## src/rtl/cpu6_empty_pipeline_ctrl.sv

```systemverilog
// Empty-pipeline drain controller: freezes F/D and bubbles E until the requester retires.
// Optional WAIT-state timeout is compiled in with `define CPU6_DRAIN_TIMEOUT_EN.
module cpu6_empty_pipeline_ctrl #(
   parameter int CNT_WIDTH     = 4,
   parameter int DRAIN_TIMEOUT = 8
) (
   input  logic                 clk,
   input  logic                 reset,
   input  logic                 empty_pipeline_reqD,
   input  logic                 ext_stallD,
   input  logic                 flush_req,
   input  logic                 empty_pipeline_reqW,
   output logic                 stallF,
   output logic                 stallD,
   output logic                 flashE,
   output logic                 pipe_empty,
   output logic                 busy,
   output logic [CNT_WIDTH-1:0] drain_cnt,
   output logic                 drain_timeout
);

   typedef enum logic [1:0] {
      ST_IDLE = 2'd0,
      ST_WAIT = 2'd1,
      ST_DONE = 2'd2
   } state_t;

   localparam logic [CNT_WIDTH-1:0] CNT_MAX = {CNT_WIDTH{1'b1}};

   function automatic logic [CNT_WIDTH-1:0] sat_inc(input logic [CNT_WIDTH-1:0] v);
      if (v == CNT_MAX) begin
         sat_inc = v;
      end else begin
         sat_inc = v + {{(CNT_WIDTH-1){1'b0}}, 1'b1};
      end
   endfunction

   state_t                 state_q, state_d;
   logic [CNT_WIDTH-1:0]   cnt_q, cnt_d;
   logic                   stall_q, stall_d;
   logic                   empty_q, empty_d;
   logic                   tmo_q, tmo_d;
   logic                   timeout_hit_s;

`ifdef CPU6_DRAIN_TIMEOUT_EN
   assign timeout_hit_s = (cnt_q == CNT_WIDTH'(DRAIN_TIMEOUT - 1));
`else
   assign timeout_hit_s = 1'b0;
`endif

   // Next-state, counter and output-flop inputs; outputs are registered off state_d.
   always_comb begin
      state_d = state_q;
      cnt_d   = cnt_q;
      tmo_d   = 1'b0;
      case (state_q)
         ST_IDLE: begin
            if (empty_pipeline_reqD && !ext_stallD && !flush_req) begin
               state_d = ST_WAIT;
               cnt_d   = {CNT_WIDTH{1'b0}};
            end else begin
               state_d = ST_IDLE;
            end
         end
         ST_WAIT: begin
            if (flush_req) begin
               state_d = ST_IDLE;
            end else if (empty_pipeline_reqW) begin
               state_d = ST_DONE;
            end else if (timeout_hit_s) begin
               state_d = ST_IDLE;
               tmo_d   = 1'b1;
            end else begin
               state_d = ST_WAIT;
               cnt_d   = sat_inc(cnt_q);
            end
         end
         ST_DONE: begin
            state_d = ST_IDLE;
         end
         default: begin
            state_d = ST_IDLE;
         end
      endcase
      stall_d = (state_d != ST_IDLE);
      empty_d = (state_d == ST_DONE);
   end

   // State, counter and output registers.
   always_ff @(posedge clk or negedge reset) begin
      if (!reset) begin
         state_q <= ST_IDLE;
         cnt_q   <= {CNT_WIDTH{1'b0}};
         stall_q <= 1'b0;
         empty_q <= 1'b0;
         tmo_q   <= 1'b0;
      end else begin
         state_q <= state_d;
         cnt_q   <= cnt_d;
         stall_q <= stall_d;
         empty_q <= empty_d;
         tmo_q   <= tmo_d;
      end
   end

   assign stallF        = stall_q;
   assign stallD        = stall_q;
   assign flashE        = stall_q;
   assign busy          = stall_q;
   assign pipe_empty    = empty_q;
   assign drain_cnt     = cnt_q;
   assign drain_timeout = tmo_q;

endmodule

```

## config.mk

```make
export PLATFORM = sky130hd
export DESIGN_NAME = cpu6_empty_pipeline_ctrl
export DESIGN_NICKNAME = d
export VERILOG_FILES = /design/src/rtl/cpu6_empty_pipeline_ctrl.sv
export SDC_FILE = /design/constraint.sdc
export NUM_CORES = 1
export LEC_CHECK = 0
export CORE_MARGIN = 5
export CORE_UTILIZATION = 30
export CTS_CLUSTER_SIZE = 25
export DETAILED_ROUTE_END_ITERATION = 12
export PLACE_DENSITY = 0.59
export SETUP_SLACK_MARGIN = 0.02
export SKIP_LAST_GASP = 1
export SYNTH_ARGS = -nofsm -noshare
export SYNTH_HDL_FRONTEND = slang
export SYNTH_SLANG_ARGS = --single-unit
```

## constraint.sdc

```tcl
create_clock -name clk -period 1.6 [get_ports clk]
set_input_delay 0.32 -clock clk [delete_from_list [all_inputs] [get_ports clk]]
set_output_delay 0.32 -clock clk [all_outputs]
set_load 0.01 [all_outputs]
```

== Word-level counts from Yosys, hierarchy flattened ==
Cells that the tools add are included.
Word-level totals
  latch bits: 0
  bits in writable memories: 0
  output and inout bits: 10
  memories kept: 0
  register bits: 8
  bits in read-only memories: 0
  logic and storage cells: 29
Cells by class
  shift operators: 0
  reduce and logical (&&, ||, !) cells: 8
  $add $sub $neg: 1
  bitwise gates (word level): 0
  $lt $le $gt $ge: 0
  $mul: 0
  div/mod/pow operators: 0
  equal/unequal tests: 7
  muxes and demuxes: 9
Operators by type and width (number)
  4-bit two-way mux: 4
  2-bit inequality test (second input constant): 4
  4-bit one-hot mux with 2 select lines: 1
  5-bit AND reduction: 1
  4-bit by 1-bit adder with 4-bit output (second input constant): 1
  4-bit == test (second input constant): 1
  2-bit two-way mux: 2
  2-bit one-hot mux with 2 select lines: 1
  2-bit nonzero test: 2
  2-bit by 1-bit == test with 1-bit output (second input constant): 1
  2-bit == test (second input constant): 1
  1-bit logical AND: 2
  1-bit logical NOT: 2
  2-bit logical NOT: 1
  1-bit two-way mux: 1

== Depth between registers and ports, before layout ==
Gate-level depths: netlist (run 1).
  word-level depth: 6
  mapped depth: 4

== Least setup slack after synthesis (run 1) ==
OpenSTA, ideal clock, no wires.
  path kind: register -> register
  start: reg cnt_q[0], in the netlist drain_cnt[0]
  end: reg cnt_q[1], in the netlist drain_cnt[1]
  cell stages (with the launch flop): 5
  path buffers: 0
  path slack: -0.095 ns
  data required time: 1.475 ns
  arrival time: 1.570 ns
  cells stage by stage: dfrtp_1 ha_1 and4_2 a2111oi_4 mux2_4
On the way
  longest elaborated chain between the ends: 5
RTL lines
  start: declaration: RTL line 39  | logic [CNT_WIDTH-1:0] cnt_q, cnt_d;
  start signal: assignment: RTL line 93  | cnt_q <= {CNT_WIDTH{1'b0}};
  start signal: assignment: RTL line 99  | cnt_q <= cnt_d;
  4-bit by 1-bit adder with 4-bit output: RTL line 34  | sat_inc = v + {{(CNT_WIDTH-1){1'b0}}, 1'b1};
  4-bit two-way mux: RTL line 31  | if (v == CNT_MAX) begin
  4-bit two-way mux: RTL line 68  | end else if (empty_pipeline_reqW) begin
  4-bit two-way mux: RTL line 66  | if (flush_req) begin
  4-bit one-hot mux with 2 select lines: RTL line 56  | case (state_q)
Parallel ways exist; a longest one is shown, timed or not. The select of a mux whose other input is x is not followed.
A chain may end at the register's enable or synchronous reset.

== Worst setup path in the final report (run 1) ==
  start: reg state_q[0]
  end: reg cnt_q[1], in the netlist drain_cnt[1]
On the way
  longest elaborated chain between the ends: 3
RTL lines
  start: declaration: RTL line 38  | state_t state_q, state_d;
  start signal: assignment: RTL line 98  | state_q <= state_d;
  2-bit by 1-bit == test with 1-bit output or 2-bit logical NOT (tied branches): RTL line 56
  2-bit inequality test (no source line) or 2-bit nonzero test (tied branches)
  5-bit AND reduction (no source line)
Parallel ways exist; a longest one is shown, timed or not.

==> metrics.md, run 1 <==
| Metric | Value |
|---|---|
| Synth Area in Compound Gates | between 10% and 20% |
| Gr busiest metal | met2 |
| Core area | between 0.001 and 0.0015 mm² |
| Largest family of logic cells by synthesized area | simple AND/OR/NAND/NOR gates |
| Netlist Area Pre-Place | approximately 440 µm² |
| Routed wire length | ~990 µm |
| Synth-to-Final Area Change | 49.57% |
| Non-filler instance count after layout | 73 |
| Synth Instances | 36 |
| Final-report setup violation count | 0 |
| Io pins | 16 |
| CTS buffer count | 3 |
| Synth Area in Adders | between 2 and 3% |
| Die area | approximately 0.0023 mm² |
| Worst-Skew Late Latency | roughly 0.25 ns |
| CP Data Arrival Time | roughly 1.7 ns |
| Final Hold Vio Count | 0 |
| Clock buffer depth | 2 |
| I/O Buffers | 14 |
| Clk slew on worst S/H paths | about 0.050 ns |
| Detail Route Antenna Nets | 0 |
| Vias per cell | 4.986 |
| Final net count | 67 |
| Synth warn | 0 |
| CTS tree | built |
| Min Tclk post-route | 1.582 ns |
| Total track usage | approximately a tenth |
| Routed via count | 364 |
| Synth Flop Type | dfrtp_1 |
| Final Max Tran Viols | 0 |
| CP Data Required Time | roughly 1.7 ns |
| Max Fclk | approximately 0.63 GHz |
| Tightest Hold Check Type | primary input to async pin |
| Clock sink count | 8 |
| Root Driver | clkbuf_4 |
| Clk_skew | ~0.00077 ns |
| Fill cells | roughly 130 |
| Register area | about 200 µm² |
| Placed cells | 68 |
| Synth cell types | 20 |
| Ys async rst share | 100.0% |
| Starting Density | between 30% and 40% |
| Fraction of the mapped netlist area in simple logic gates | between 20% and 30% |
| Initial antenna violation count | 0 |
| TritonRoute pass-1 iters | 3 |
| Status | complete, no violations |
| M3 GR Usage | 3.321% |
| Area of the multi-input gates | 195.2 µm² |
| First-pass GRT wire length | around 1.5 mm |
| P per Cell Area | approximately 840 mW/mm² |
| Die width | a little under 50 µm |
| Worst Setup Start Kind | flop |
| Routability cong. | 0.8376 |
| Xor/xnor share of the synthesized area | 0% |
| Worst ir drop on vdd | ~0.37 mV |
| Top cell type's share of synthesized area | a little under half |
| DRC violation count after routing | 0 |
| Count leader, synth | dfrtp_1 |
| Congestion Overflow GR | 0 |
| Total negative setup slack | 0 ns |
| Post-DP HPWL | about 740 µm |
| Leak | a little under 0.3 nW |
| Max-Cap Viols | 0 |
| EDFF count, synth | 0 |
| GRT met1 Usage | roughly an eighth |
| DR iter-0 viols | 5 |
| Worst-path fanout max | 2 |
| Synth Register Bits | 8 |
| Met2 Usage GRT | 14.58% |
| Mux cell area share after synthesis | approximately 3.4% |
| Wirelength per Cell | 13.60 µm |
| Mapped Avg Cell Area | 12.13 µm² |
| Top cells by count, synth | dfrtp_1 (8), buf_4 (4), inv_1 (3), nor4b_1 (3) |
| Cell accounting for the most synthesized area | dfrtp_1 |
| Die Ht | ~48 µm |
| Syn Nets | 43 |
| Antenna Cells | 0 |
| Power, Total | 0.5461 mW |
| Vias in the first global route | ~350 |
| Row cnt | 13 |
| Largest net degree at the start of global routing | 9 |
| H-tree lvl count | 1 |
| Kind of critical path | flop to flop |
| Part of the Yosys area used for sequential elements | 45.85% |
| Share of cells above drive strength 1 | between 20% and 30% |
| Critical Path Sink Type | flop |
| Unrepaired setup endpoints after global routing | true |
| Synth top area cells | dfrtp_1 (46%), buf_4 (6.9%), a2111oi_4 (6.3%), nor4b_1 (6.0%), mux2_4 (3.4%) |
| Hold Buf Count CTS | 0 |
| Layout Utilization | between 40% and 50% |
| Fin crit share | 98.88% |
[cells in the final DEF (no fill, tap or decap), types with 2 or more instances in the layout]
cell and n:
dfrtp_1 8, clkdlybuf4s50_1 9, inv_1 3, o21ai_1 2
clkbuf_4 3, dlygate4sd2_1 5, nor4b_1 3, buf_4 8
a31oi_1 2
[state kept, by name, indices dropped and copies added, names as in the netlist]
| name | cells |
|---|---|
| busy | 1 |
| drain_cnt | 4 |
| pipe_empty | 1 |
| state_q | 2 |
[metrics by stage]
step	worst slack (ns)	area [µm²]	hold WS, ns
floorplan	-0.03822	436.7	0.02441
global placement	-0.3830	618.1	0.4912
detailed placement	-0.4057	618.1	0.5200
CTS	0.01917	634.4	0.3625
global route	-0.03063	653.1	0.3832
finish	0.01793	653.1	0.3459
[kinds of logic (layout without fill, tap and decap cells)]
family | Yosys count | count (layout)
multiplexers | 1 | 1
AND/OR/NAND/NOR | 10 | 10
buffers and inverters | 7 | 29
AO/OA/AOI/OAI | 8 | 8
flip-flops | 8 | 8
other | 1 | 1
adder cells (fa/ha/maj) | 1 | 1
[critical path: stages (launching register included)]
cell,delay [ns]
dfrtp_1,0.38
or3b_4,0.41
a2111oi_4,0.35
mux2_4,0.33
[where the power goes]
part | total [mW] | switching, mW | internal, mW
clock network | 0.153 | 0.0671 | 0.0857
logic | 0.154 | 0.0625 | 0.0917
registers | 0.239 | 0.0178 | 0.221
total | 0.546 | 0.147 | 0.399
[metal layers]
metal	wire [µm]	part of all wire, %	vias up
met5	0	0	-
met4	29	2.9	0
met3	84	8.5	4
met2	445	45	13
met1	434	44	169
li1	-	-	178
[final timing paths]
path / from / endpoint / cells past startpoint / slack [ns]
setup reg to reg: state_q[0] / drain_cnt[1] / 3 / 0.02
min in group clk: empty_pipeline_reqW / pipe_empty / 2 / 0.51
setup / recovery: state_q[0] / drain_cnt[1] / 3 / 0.02
max in group asynchronous: reset / drain_cnt[3] / 1 / 0.99
hold reg to reg: drain_cnt[3] / drain_cnt[3] / 1 / 0.53
hold / removal: reset / pipe_empty / 1 / 0.35
[what timing repair did]
action                                  4_1_cts  5_1_grt
setup buffers                                 0        2
hold endpoints to repair                      0        0
resized for setup                             5        3
pin swaps                                     2        0
cloned                                        0        0
endpoints found under the setup margin        6        5
[cell type report]
type,count,area share (%)
multi-input cells,21,29.89
clock buffers,3,3.448
well taps,15,2.874
inverters,3,1.724
flip-flops and latches,8,30.65
repair buffers,23,31.42
Power figures use the tool's default switching activity.
==> run 2: changes to the inputs <==
Settings changed: SKIP_LAST_GASP 1 to default.
==> results of run 2 <==
The final DEF is identical to that of run 1; final timing and power are the same.
